<file path="config.mk">
export PLATFORM = sky130hd
export DESIGN_NAME = mod_dac_spi
export DESIGN_NICKNAME = d
export VERILOG_FILES = /design/src/rtl/mod_dac_pkg.sv /design/src/rtl/mod_dac_rate_gen.sv /design/src/rtl/mod_dac_spi.sv
export SDC_FILE = /design/constraint.sdc
export NUM_CORES = 1
export LEC_CHECK = 0
export BUFFER_PORTS_ARGS = -buffer_cell sky130_fd_sc_hd__buf_2
export CAP_MARGIN = 40
export CORE_ASPECT_RATIO = 1.5
export CORE_MARGIN = 2
export CORE_UTILIZATION = 61
export CTS_CLUSTER_SIZE = 20
export DETAILED_ROUTE_END_ITERATION = 8
export PLACE_DENSITY = 0.83
export SYNTH_ARGS = -nofsm -noshare
export SYNTH_HDL_FRONTEND = slang
export SYNTH_SLANG_ARGS = --single-unit
export TNS_END_PERCENT = 10
</file>
<file path="constraint.sdc">
create_clock -name clk_in -period 4.48 [get_ports clk_in]
set_clock_uncertainty 0.15 [all_clocks]
set_input_delay 0.672 -clock clk_in [delete_from_list [all_inputs] [get_ports clk_in]]
set_output_delay 0.672 -clock clk_in [all_outputs]
set_load 0.01 [all_outputs]
</file>
<file path="src/rtl/mod_dac_pkg.sv">
// Shared types and frame-length helper for the serial DAC output stage.
// MOD_DAC_LDAC_EN adds the LDAC strobe state to every frame.
package mod_dac_pkg;

   typedef enum logic [2:0] {
      StIdle,
      StSetup,
      StShift,
      StHold,
      StLdac
   } dac_state_e;

   // Cycles from the first cs_n-low cycle to the frame_done pulse.
   function automatic int unsigned frame_len(input int unsigned dac_width,
                                             input int unsigned clk_div);
`ifdef MOD_DAC_LDAC_EN
      return (2 * dac_width + 3) * clk_div;
`else
      return (2 * dac_width + 2) * clk_div;
`endif
   endfunction

endpackage

</file>
<file path="src/rtl/mod_dac_rate_gen.sv">
// Frame-rate divider: emits a registered one-cycle tick every SAMPLE_DIV cycles while enabled.
module mod_dac_rate_gen #(
   parameter int unsigned SAMPLE_DIV = 200
) (
   input  logic clk_in,
   input  logic RST,
   input  logic enable,
   output logic tick
);

   localparam int unsigned CntW = (SAMPLE_DIV > 1) ? $clog2(SAMPLE_DIV) : 1;

   logic [CntW-1:0] cnt_q, cnt_d;
   logic            tick_q, tick_d;

   always_comb begin
      cnt_d  = '0;
      tick_d = 1'b0;
      if (enable) begin
         if (cnt_q == CntW'(SAMPLE_DIV - 1)) begin
            tick_d = 1'b1;
         end else begin
            cnt_d = cnt_q + 1'b1;
         end
      end
   end

   always_ff @(posedge clk_in or negedge RST) begin
      if (!RST) begin
         cnt_q  <= '0;
         tick_q <= 1'b0;
      end else begin
         cnt_q  <= cnt_d;
         tick_q <= tick_d;
      end
   end

   assign tick = tick_q;

endmodule

</file>
<file path="src/rtl/mod_dac_spi.sv">
// Serial DAC output stage: resamples wave_in once per frame and shifts it out over mode-0 SPI.
// MOD_DAC_LDAC_EN compiles in an LDAC low pulse after each frame; otherwise dac_ldac_n is tied 1.
module mod_dac_spi
   import mod_dac_pkg::*;
#(
   parameter int unsigned INPUT_WIDTH = 12,
   parameter int unsigned DAC_WIDTH   = 16,
   parameter int unsigned CLK_DIV     = 4,
   parameter int unsigned SAMPLE_DIV  = 200
) (
   input  logic                   clk_in,
   input  logic                   RST,
   input  logic                   enable,
   input  logic [INPUT_WIDTH-1:0] wave_in,
   output logic                   dac_sclk,
   output logic                   dac_sdo,
   output logic                   dac_cs_n,
   output logic                   dac_ldac_n,
   output logic                   busy,
   output logic                   frame_done,
   output logic                   overrun
);

   localparam int unsigned HcntW = (CLK_DIV > 1) ? $clog2(CLK_DIV) : 1;
   localparam int unsigned BitW  = $clog2(DAC_WIDTH);

   // At this ratio every tick lands inside a running frame and overrun sets each frame.
   if (SAMPLE_DIV <= frame_len(DAC_WIDTH, CLK_DIV)) begin : g_rate_too_fast
   end

   logic                 tick;
   logic [DAC_WIDTH-1:0] word;

   dac_state_e           state_q, state_d;
   logic [HcntW-1:0]     hcnt_q, hcnt_d;
   logic [BitW-1:0]      bit_q, bit_d;
   logic [DAC_WIDTH-1:0] shreg_q, shreg_d;
   logic                 sclk_q, sclk_d;
   logic                 sdo_q, sdo_d;
   logic                 cs_n_q, cs_n_d;
   logic                 busy_q, busy_d;
   logic                 done_q, done_d;
   logic                 overrun_q, overrun_d;
   logic                 hcnt_last;
`ifdef MOD_DAC_LDAC_EN
   logic                 ldac_n_q, ldac_n_d;
`endif

   mod_dac_rate_gen #(
      .SAMPLE_DIV (SAMPLE_DIV)
   ) u_rate_gen (
      .clk_in (clk_in),
      .RST    (RST),
      .enable (enable),
      .tick   (tick)
   );

   if (INPUT_WIDTH == DAC_WIDTH) begin : g_word_eq
      assign word = wave_in;
   end else if (INPUT_WIDTH < DAC_WIDTH) begin : g_word_pad
      assign word = {wave_in, {(DAC_WIDTH - INPUT_WIDTH){1'b0}}};
   end else begin : g_word_trunc
      assign word = wave_in[INPUT_WIDTH-1 -: DAC_WIDTH];
   end

   assign hcnt_last = (hcnt_q == HcntW'(CLK_DIV - 1));

   // Output registers are loaded with the values belonging to the next state.
   always_comb begin
      state_d = state_q;
      hcnt_d  = hcnt_q;
      bit_d   = bit_q;
      shreg_d = shreg_q;
      sclk_d  = 1'b0;
      sdo_d   = 1'b0;
      cs_n_d  = 1'b1;
      done_d  = 1'b0;
`ifdef MOD_DAC_LDAC_EN
      ldac_n_d = 1'b1;
`endif
      case (state_q)
         StIdle: begin
            if (tick) begin
               state_d = StSetup;
               hcnt_d  = '0;
               shreg_d = word;
               cs_n_d  = 1'b0;
               sdo_d   = word[DAC_WIDTH-1];
            end
         end
         StSetup: begin
            cs_n_d = 1'b0;
            sdo_d  = shreg_q[DAC_WIDTH-1];
            if (hcnt_last) begin
               state_d = StShift;
               hcnt_d  = '0;
               bit_d   = '0;
            end else begin
               hcnt_d = hcnt_q + 1'b1;
            end
         end
         StShift: begin
            cs_n_d = 1'b0;
            sclk_d = sclk_q;
            sdo_d  = shreg_q[DAC_WIDTH-1];
            if (hcnt_last) begin
               hcnt_d = '0;
               if (!sclk_q) begin
                  sclk_d = 1'b1;
               end else begin
                  // Falling edge: present the next bit.
                  sclk_d  = 1'b0;
                  shreg_d = {shreg_q[DAC_WIDTH-2:0], 1'b0};
                  sdo_d   = shreg_q[DAC_WIDTH-2];
                  if (bit_q == BitW'(DAC_WIDTH - 1)) begin
                     state_d = StHold;
                  end else begin
                     bit_d = bit_q + 1'b1;
                  end
               end
            end else begin
               hcnt_d = hcnt_q + 1'b1;
            end
         end
         StHold: begin
            cs_n_d = 1'b0;
            sdo_d  = shreg_q[DAC_WIDTH-1];
            if (hcnt_last) begin
               hcnt_d = '0;
               cs_n_d = 1'b1;
               sdo_d  = 1'b0;
`ifdef MOD_DAC_LDAC_EN
               state_d  = StLdac;
               ldac_n_d = 1'b0;
`else
               state_d = StIdle;
               done_d  = 1'b1;
`endif
            end else begin
               hcnt_d = hcnt_q + 1'b1;
            end
         end
`ifdef MOD_DAC_LDAC_EN
         StLdac: begin
            ldac_n_d = 1'b0;
            if (hcnt_last) begin
               hcnt_d   = '0;
               state_d  = StIdle;
               ldac_n_d = 1'b1;
               done_d   = 1'b1;
            end else begin
               hcnt_d = hcnt_q + 1'b1;
            end
         end
`endif
         default: begin
            state_d = StIdle;
         end
      endcase
   end

   assign busy_d    = (state_d != StIdle);
   // A tick during a frame drops its sample; clearing via enable has priority.
   assign overrun_d = enable & (overrun_q | (tick & (state_q != StIdle)));

   always_ff @(posedge clk_in or negedge RST) begin
      if (!RST) begin
         state_q   <= StIdle;
         hcnt_q    <= '0;
         bit_q     <= '0;
         shreg_q   <= '0;
         sclk_q    <= 1'b0;
         sdo_q     <= 1'b0;
         cs_n_q    <= 1'b1;
         busy_q    <= 1'b0;
         done_q    <= 1'b0;
         overrun_q <= 1'b0;
      end else begin
         state_q   <= state_d;
         hcnt_q    <= hcnt_d;
         bit_q     <= bit_d;
         shreg_q   <= shreg_d;
         sclk_q    <= sclk_d;
         sdo_q     <= sdo_d;
         cs_n_q    <= cs_n_d;
         busy_q    <= busy_d;
         done_q    <= done_d;
         overrun_q <= overrun_d;
      end
   end

`ifdef MOD_DAC_LDAC_EN
   always_ff @(posedge clk_in or negedge RST) begin
      if (!RST) begin
         ldac_n_q <= 1'b1;
      end else begin
         ldac_n_q <= ldac_n_d;
      end
   end

   assign dac_ldac_n = ldac_n_q;
`else
   assign dac_ldac_n = 1'b1;
`endif

   assign dac_sclk   = sclk_q;
   assign dac_sdo    = sdo_q;
   assign dac_cs_n   = cs_n_q;
   assign busy       = busy_q;
   assign frame_done = done_q;
   assign overrun    = overrun_q;

endmodule
</file>
==> results of run 1 <==
## synthesized netlist by cell type, types with 2 or more instances
cell,number
and3_1,3
nor2_1,9
inv_1,4
nand3_1,10
buf_6,2
conb_1,2
or3_1,3
buf_2,2
a31oi_1,2
nor2b_1,5
dfrtp_1,35
a22o_1,3
xor2_1,4
buf_4,3
nor3_1,3
a21oi_1,4
mux2_1,9
o31ai_1,2
mux2_4,10
ha_1,3
nand2_1,5
nand2b_1,4
o21ai_0,3
nand4_1,2
mux2_2,4
## sequential cells by signal, indices dropped and copies added, names as in the netlist
register / count
u_rate_gen.cnt_q: 8
dac_sclk: 1
state_q: 3
u_rate_gen.tick: 1
dac_cs_n: 1
bit_q: 4
frame_done: 1
shreg_q: 12
busy: 1
dac_sdo: 1
hcnt_q: 2
overrun: 1
## final timing paths
| kind | start | endpoint | slack, ns | cells past startpoint |
|---|---|---|---|---|
| max | state_q[1] | shreg_q[13] | 2.11 | 3 |
| min | RST | bit_q[0] | 0.31 | 1 |
| max reg2reg | state_q[1] | shreg_q[13] | 2.11 | 3 |
| min reg2reg | u_rate_gen.cnt_q[0] | u_rate_gen.cnt_q[0] | 0.32 | 1 |
| max in group asynchronous | RST | u_rate_gen.cnt_q[6] | 3.38 | 1 |
| min in group clk_in | u_rate_gen.cnt_q[0] | u_rate_gen.cnt_q[0] | 0.32 | 1 |
## kinds of logic after synthesis
group,Yosys count,share of synthesized area
AO/OA/AOI/OAI,22,0.08979
XOR/XNOR,5,0.02399
adder cells (fa/ha/maj),3,0.02056
buffers and inverters,11,0.03838
flip-flops,36,0.4942
multiplexers,24,0.1679
other,2,0.004114
AND/OR/NAND/NOR,51,0.1611
## layout by cell type, fill, tap and decap left out, types with 2 or more instances in the layout
cell / n
a21oi_1: 4
a22o_1: 3
a31oi_1: 2
and3_1: 3
buf_2: 20
clkbuf_8: 5
conb_1: 2
dfrtp_1: 35
ha_1: 3
inv_1: 4
mux2_1: 9
mux2_2: 4
mux2_4: 10
nand2_1: 5
nand2b_1: 4
nand3_1: 10
nand4_1: 2
nor2_1: 9
nor2b_1: 5
nor3_1: 3
o21ai_0: 3
o31ai_1: 2
or3_1: 3
xor2_1: 4
## layer usage
layer  GRT usage  part of all wire  up-vias
met4      0.1587             0.034        0
met1      0.2521              0.40      630
met3     0.03797             0.030       10
met5           0                 0        -
met2      0.4033              0.54       26
li1            -                 -      593
## cell type report
class,count,area [sq um]
timing repair buffer,21,111.4
sequential,36,902.1
clock inverter,2,35.03
tap,39,48.80
clock buffer,6,72.57
multi-input combinational,107,853.3
fill,226,844.6
inverter,4,15.01
## through the flow
stage | cell area (sq um) | hold slack, ns | setup slack [ns]
finish | 2038 | 0.3073 | 2.105
global route | 2038 | 0.3579 | 1.985
CTS | 2038 | 0.3237 | 2.086
detailed placement | 1931 | 0.3137 | 2.102
global placement | 1919 | 0.2952 | 2.028
floorplan | 1826 | 0.2264 | 2.717
## power by group through the flow
stage	clock network (W)	logic (W)	registers (W)
final	0.000278	0.0000326	0.000341
after global routing	0.000296	0.0000380	0.000342
after CTS	0.000286	0.0000336	0.000341
after detailed placement	0	0.0000333	0.000347
after global placement	0	0.0000306	0.000346
after floorplan	0	0.0000197	0.000344
## critical path, cell delays in order (launching register included)
cell and delay [ns]:
dfrtp_1 0.62, nor3b_2 0.80, mux2_2 0.42, mux2_2 0.27
==> results.toml, run 1 <==
[finish]
final_core_util = 0.7070
drive_above_1_share = 0.2784
fin_cells = 215
areaGrowthSynthToFinish_pct = 11.65
n_antenna_cell = 0
nets = 193

[yosys]
syn_nets = 172
synth_largest_area_cell = "dfrtp_1"
netlist_area_sq_um = 1826
synthCells = 154
ys_ff_latch = 36
synth_seq_area_share = 0.4942
ys_async_sr_fraction = 1.000
synth_edf_count = 0
synthFlopType = "dfrtp_1"
syn_area_per_cell_sq_um = 11.85
synth_top_area_share = 0.4798
ys_warn_count = 0
synth_area_leaders = "dfrtp_1 48%, mux2_4 8.2%, mux2_1 5.6%, nand3_1 2.7%, mux2_2 2.5%"
synth_cell_types = 43

[placed_design]
io_buffers = 20
dp_hpwl_mm = 2.491
place.gp.congestion = 0.8675
numPlacedInstances = 207

[power]
power_w = 0.0006520
irDropWorstVdd_uv = 332.1
p_seq_frac = 0.523
power_density_nw_per_um2 = 319.9
p_leak_nw = 0.9783
combPwrFrac = 0.050
internal-power_w = 0.0005142
sw_frac_of_total = 0.2113
clock_power_share = 0.426
switchingPower_w = 0.0001378

[sta]
worst_pin_slew_ns = 0.8709
maxSlewViolCount = 0
period_needed_ns = 2.375
finalSetupViolCount = 0
slew_headroom = 0.4169
report.final.hold_viol_count = 0
fin_setup_tns_ns = 0
fmax_ghz = 0.4211
fin_crit_sh = 0.5300
rsz0062_at_grt = "no"

[global_route]
grt_pass1_vias = 1328
antenna_found_initial = 0
grt_pass1_wl_mm = 6.023
grt-ovfl-total = 0
grt_max_degree = 37
grt_usage = 0.2304

[floorplanning]
pin_count = 22
dieHeight_um = 71
core_region_area_sq_um = 2883
num_rows = 24
start_util = 0.6332
die_w_um = 48.67
die-area_sq_um = 3455

[clock_tree]
postCtsSetupRepairBufs = 0
cts_resized = 0
hold_buffers = 0
cts_buffer_depth = 2
clk_latency_ns = 0.29
cts_sinks = 36
cts_max_level = 2
cts.clk_slew.worst_paths_ns = 0.07
cts_inserted_buffers = 5
cts_tree = "yes"
ctsRootBufferMaster = "clkbuf_8"

[run]
max_cap_viol_count = 0

[route]
vias_per_cell = 5.856
dr.pass1.iters = 4
initialDrtViolationCount = 21
drc = 0
ant_nets = 0
vias = 1259
drt_wl_total_mm = 3.428
detail_route.wl_per_cell_um = 15.94

[hold_path]
hold_path_class = "primary input to asynchronous set/reset pin"

[run_status]
outcome = "finished, final reports clean"

[setup_path]
worstPathMaxFanout = 16
cp_data_arrival_time_ns = 2.40
crit_required_ns = 4.50
path_class = "flip-flop to flip-flop"
end_kind = "flip-flop"
crit_path_start_kind = "flip-flop"
Power figures use the tool's default switching activity.
==> run 2: changes to the inputs <==
ABC_AREA = 1   (was not set)
CORE_UTILIZATION = 51   (was 61)
PLACE_DENSITY = 0.74   (was 0.83)
clock period = 2.1 ns   (was 4.48 ns; I/O delays follow)
==> run 2 against run 1 <==
Utilization shrank 11 points. Maximum frequency increased by 42%. Setup slack worse by 1.7 ns. Sequential share of layout area increased by 0.25 points. Sequential cell count stayed put. Routed wire length shrank 1.7%. Sequential power up 110%. Register-to-register slack worse by 1.7 ns. Worst hold slack got worse by 0.19 ns. Final cell count rose by 40%.
==> results.toml, run 2 <==
[yosys]
synth_largest_area_cell = "dfrtp_1"
synth_cell_types = 27
synth_top_area_share = 0.4875
ys_ff_latch = 36
syn_nets = 250
ys_warn_count = 0
synth_edf_count = 0
synthFlopType = "dfrtp_1"
synthCells = 232
synth_seq_area_share = 0.5021
netlist_area_sq_um = 1797
ys_top_cells_by_count = "92 x nand2_1, 35 x dfrtp_1, 25 x nand3_1"
synth_area_leaders = "dfrtp_1 49%, nand2_1 19%, nand3_1 7.0%, nor2_1 4.8%, inv_1 3.6%"
ys_async_sr_fraction = 1.000
synth_most_common_cell = "nand2_1"
syn_area_per_cell_sq_um = 7.744

[floorplanning]
die-area_sq_um = 4023
pin_count = 22
num_rows = 26
dieHeight_um = 76.70
die_w_um = 52.46
core_region_area_sq_um = 3383
start_util = 0.5311

[power]
p_leak_nw = 1.101
internal-power_w = 0.001006
combPwrFrac = 0.049
clock_power_share = 0.386
sw_frac_of_total = 0.2185
switchingPower_w = 0.0002812
power_density_nw_per_um2 = 635.0
power_w = 0.001287
p_seq_frac = 0.565
irDropWorstVdd_uv = 602.5

[finish]
reg_top3 = "shreg_q x12, u_rate_gen.cnt_q x8, bit_q x4"
drive_above_1_share = 0.1550
areaGrowthSynthToFinish_pct = 12.81
n_antenna_cell = 0
seqCellArea_sq_um = 902.1
nets = 275
fill_cells = 328
layout_common_cells = "92 x nand2_1, 35 x dfrtp_1, 25 x nand3_1"
postLayoutCellArea_sq_um = 2027
multiInputGateArea_sq_um = 767.0
regMostFlops = "shreg_q"
largest_reg_flops = 12
final_common_cell = "nand2_1"

[global_route]
grt_pass1_wl_mm = 5.989
grt_max_degree = 37
antenna_found_initial = 0
grt-ovfl-total = 0
grt_usage = 0.2015
grt_pass1_vias = 1375

[sta]
maxSlewViolCount = 0
report.final.hold_viol_count = 0
finalSetupViolCount = 0
fin_crit_sh = 0.7967
period_needed_ns = 1.673
fin_setup_tns_ns = 0
fmax_ghz = 0.5977
holdWs_ns = 0.1169
rsz0062_at_grt = "no"
worst_pin_slew_ns = 0.7744
timing.final.ws_setup_ns = 0.4269
slew_headroom = 0.4838

[clock_tree]
hold_buffers = 1
clk_latency_ns = 0.29
cts.clk_slew.worst_paths_ns = 0.07
cts_sinks = 36
cts_buffer_depth = 2
ctsRootBufferMaster = "clkbuf_8"
cts_resized = 0
cts_max_level = 2
cts_tree = "yes"
postCtsSetupRepairBufs = 0
cts_inserted_buffers = 5

[run_status]
outcome = "finished, final reports clean"

[route]
initialDrtViolationCount = 36
vias_per_cell = 5.087
dr.pass1.iters = 4
drc = 0
ant_nets = 0
drt_wl_total_mm = 3.369
vias = 1526
detail_route.wl_per_cell_um = 11.23

[placed_design]
place_ws_ns = 0.4382
dpl_cell_area_sq_um = 1927
io_buffers = 20
place.gp.congestion = 0.8124
dp_hpwl_mm = 2.532

[setup_path]
end_kind = "flip-flop"
reg2reg_to = "shreg_q[5]"
ff2ff_setup_slack_ns = 0.43
crit_required_ns = 2.13
crit_path_start_kind = "flip-flop"
path_class = "flip-flop to flip-flop"
worstPathMaxFanout = 12
rr_startpoint = "hcnt_q[0]"
reg2reg_depth = 6
cp_data_arrival_time_ns = 1.70

[run]
max_cap_viol_count = 0

[hold_path]
hold_depth = 3
hp-start = "wave_in[0]"
hold_path_class = "primary input to flip-flop"
hold_end = "shreg_q[4]"
==> run 2: worst max path at each step <==
stage,end,slack (ns),cells past startpoint,startpoint
floorplan,shreg_q[15],0.62,7,hcnt_q[0]
global placement,shreg_q[5],0.50,6,hcnt_q[0]
detailed placement,shreg_q[10],0.44,6,hcnt_q[0]
CTS,shreg_q[10],0.43,6,hcnt_q[0]
global route,shreg_q[14],0.30,6,hcnt_q[0]
finish,shreg_q[5],0.43,6,hcnt_q[0]
==> run 2: power by group through the flow <==
stage	clock (W)	sequential, W	combinational (W)
after floorplan	0	0.000736	0.0000329
after global placement	0	0.000739	0.0000622
after detailed placement	0	0.000740	0.0000646
after CTS	0.000512	0.000727	0.0000662
after global routing	0.000540	0.000729	0.0000778
final	0.000496	0.000727	0.0000636
==> run 2: through the flow <==
step                std cells    util
finish                    300  0.5991
global route              300  0.5991
CTS                       300  0.5991
global placement          291  0.5695
floorplan                 232       -
detailed placement        291  0.5695
==> run 2: final cells by class <==
class	count	share of cell area
inverters	20	0.03704
repair buffers	25	0.06914
flip-flops and latches	36	0.4451
multi-input cells	169	0.3784
clock buffers	8	0.04444
well taps	42	0.02593
==> run 2: worst max-delay path: stages, from the launching register on <==
cell,delay (ns)
dfrtp_1,0.37
ha_1,0.27
inv_1,0.14
o21ai_2,0.17
nand2_1,0.27
nand2_1,0.13
nand2_1,0.06
==> run 2: logic make-up (layout without fill, tap and decap cells) <==
group	Yosys count	count (layout)	synth area share
simple gates	154	154	0.3649
buf+inv	27	53	0.07102
other cells	2	2	0.004180
flops	36	36	0.5021
compound gates	8	8	0.02716
fa+ha+maj	3	3	0.02089
xor+xnor	2	2	0.009751
==> run 2: routing by layer <==
metal	track usage	up-vias	wire length [um]
met5	0	-	0
met4	0.1051	0	89
met3	0.05447	8	135
met2	0.3250	26	1791
met1	0.2374	719	1353
li1	-	773	-
==> run 3: changes to the inputs <==
CORE_UTILIZATION = 57   (was 51)
PLACE_DENSITY = 0.78   (was 0.74)
clock period = 1.67 ns   (was 2.1 ns; I/O delays follow)
==> run 3 against run 2 <==
Design area up 2.3%. Final cell count increased by 0.33%. Sequential cell count unchanged. Critical path depth up 1. Routed wire length is 3.9% higher. Utilization up 7.1 points. Maximum frequency is 10% higher. Clock power increased by 37%. Global-route usage grew 1.6 points. Via count is 2.2% lower. Total power is 31% higher. Non-clock buffer count is 3 higher.
==> results.toml, run 3 (synthesis results as in run 2) <==
[route]
vias_per_cell = 4.957
vias = 1492
ant_nets = 0
drc = 0
initialDrtViolationCount = 28
detail_route.wl_per_cell_um = 11.62
drt_wl_total_mm = 3.499
dr.pass1.iters = 4

[finish]
largest_reg_flops = 12
regMostFlops = "shreg_q"
fill_cells = 269
n_antenna_cell = 0
final_common_cell = "nand2_1"
seqCellArea_sq_um = 902.1
drive_above_1_share = 0.1762
areaGrowthSynthToFinish_pct = 15.46
nets = 278
layout_common_cells = "90 x nand2_1, 35 x dfrtp_1, 25 x nand3_1"
reg_top3 = "shreg_q x12, u_rate_gen.cnt_q x8, bit_q x4"
final_core_util = 0.6699
multiInputGateArea_sq_um = 772.0

[setup_path]
cp_slowest_cell = "dfrtp_1"
crit_top_cell = "nand2_1"
worstPathMaxFanout = 5
critical_path_buf_inv_count = 0
max_stage_delay_ns = 0.43
rr_startpoint = "bit_q[0]"
reg2reg_to = "bit_q[0]"
path_class = "flip-flop to flip-flop"
cp_cell_sequence = "ha_1, nand3_1, nand3_1, nand2_2, nand2_1, nand2_1, nand2_1"
crit_required_ns = 1.71
ff2ff_setup_slack_ns = 0.15
cp_data_arrival_time_ns = 1.55
reg2reg_depth = 7
end_kind = "flip-flop"
crit_family = "simple AND/OR/NAND/NOR gates"
crit_path_start_kind = "flip-flop"

[global_route]
grt-ovfl-total = 0
grt_pass1_wl_mm = 5.851
antenna_found_initial = 0
grt_pass1_vias = 1396
grt_max_degree = 23
grt_usage = 0.2173

[floorplanning]
num_rows = 25
dieHeight_um = 72.76
die-area_sq_um = 3626
pin_count = 22
start_util = 0.5802
die_w_um = 49.84
core_region_area_sq_um = 3097

[sta]
maxSlewViolCount = 0
fmax_ghz = 0.6595
period_needed_ns = 1.516
fin_crit_sh = 0.9079
finalSetupViolCount = 0
report.final.hold_viol_count = 0
fin_setup_tns_ns = 0
rsz0062_at_grt = "no"

[power]
p_leak_nw = 1.127
irDropWorstVdd_uv = 733.7
power_density_nw_per_um2 = 810.2

[hold_path]
hold_end = "shreg_q[4]"
hold_depth = 3
hp-start = "wave_in[0]"
hold_path_class = "primary input to flip-flop"

[clock_tree]
cts_buffer_depth = 2
cts.clk_slew.worst_paths_ns = 0.07
cts_inserted_buffers = 5
cts_max_level = 2
cts_sinks = 36
ctsRootBufferMaster = "clkbuf_8"
cts_tree = "yes"
clk_latency_ns = 0.30

[placed_design]
io_buffers = 20
place.gp.congestion = 0.8191
dp_hpwl_mm = 2.568

[run]
max_cap_viol_count = 0

[run_status]
outcome = "finished, final reports clean"
==> run 3: worst max-delay path by stage <==
stage               startpoint     endpoint  slack, ns  cells after the start
CTS                 state_q[2]  shreg_q[14]       0.07                      7
finish                bit_q[0]     bit_q[0]       0.15                      7
floorplan            hcnt_q[0]  shreg_q[15]       0.19                      7
detailed placement  state_q[2]  shreg_q[14]       0.09                      7
global route          bit_q[0]     bit_q[1]       0.03                      7
global placement    state_q[2]  shreg_q[14]       0.13                      7
==> run 3: through the flow <==
step	total power [W]	setup WS (ns)	cell area (sq um)	hold WS, ns	std cells
final	0.001681	0.1537	2074	0.04375	301
after global routing	0.001744	0.03262	2074	0.05038	301
after CTS	0.001699	0.06639	2069	0.04347	301
after detailed placement	0.001017	0.08572	1959	0.03491	292
after global placement	0.001013	0.1262	1959	0.02923	292
after floorplan	0.0009675	0.1935	1797	-0.1951	232
==> run 3: tightest hold or removal path: cells and delay by family <==
kind          cells  cell delay, ns
simple gates      2            0.12
buf+inv           1            0.08
==> run 3: final cells by class <==
cell class / count / share of cell area
sequential: 36 / 0.4349
multi-input combinational: 169 / 0.3721
timing repair buffer: 28 / 0.08444
clock buffer: 8 / 0.04825
inverter: 20 / 0.03619
tap: 40 / 0.02413
==> run 3: power by group <==
group / leakage (nW) / internal, W / switching [W] / total, W
Clock: 0.0515 / 0.000376 / 0.000304 / 0.000680
Combinational: 0.628 / 0.0000360 / 0.0000504 / 0.0000864
Sequential: 0.447 / 0.000897 / 0.0000168 / 0.000914
==> run 3: routing by layer <==
| layer | vias to the layer above | track usage | wire length, um |
|---|---|---|---|
| met3 | 7 | 0.05738 | 101 |
| met1 | 691 | 0.2386 | 1475 |
| met4 | 0 | 0.1235 | 82 |
| li1 | 776 | - | - |
| met2 | 18 | 0.3763 | 1840 |
| met5 | - | 0 | 0 |
==> run 3: what timing repair did <==
| action | 4_1_cts | 5_1_grt |
|---|---|---|
| resized for setup | 0 | 2 |
| buffers inserted | 0 | 0 |
| endpoints found under the setup margin | 0 | 15 |
| hold buffers | 1 | 0 |
| hold endpoints to repair | 13 | 0 |
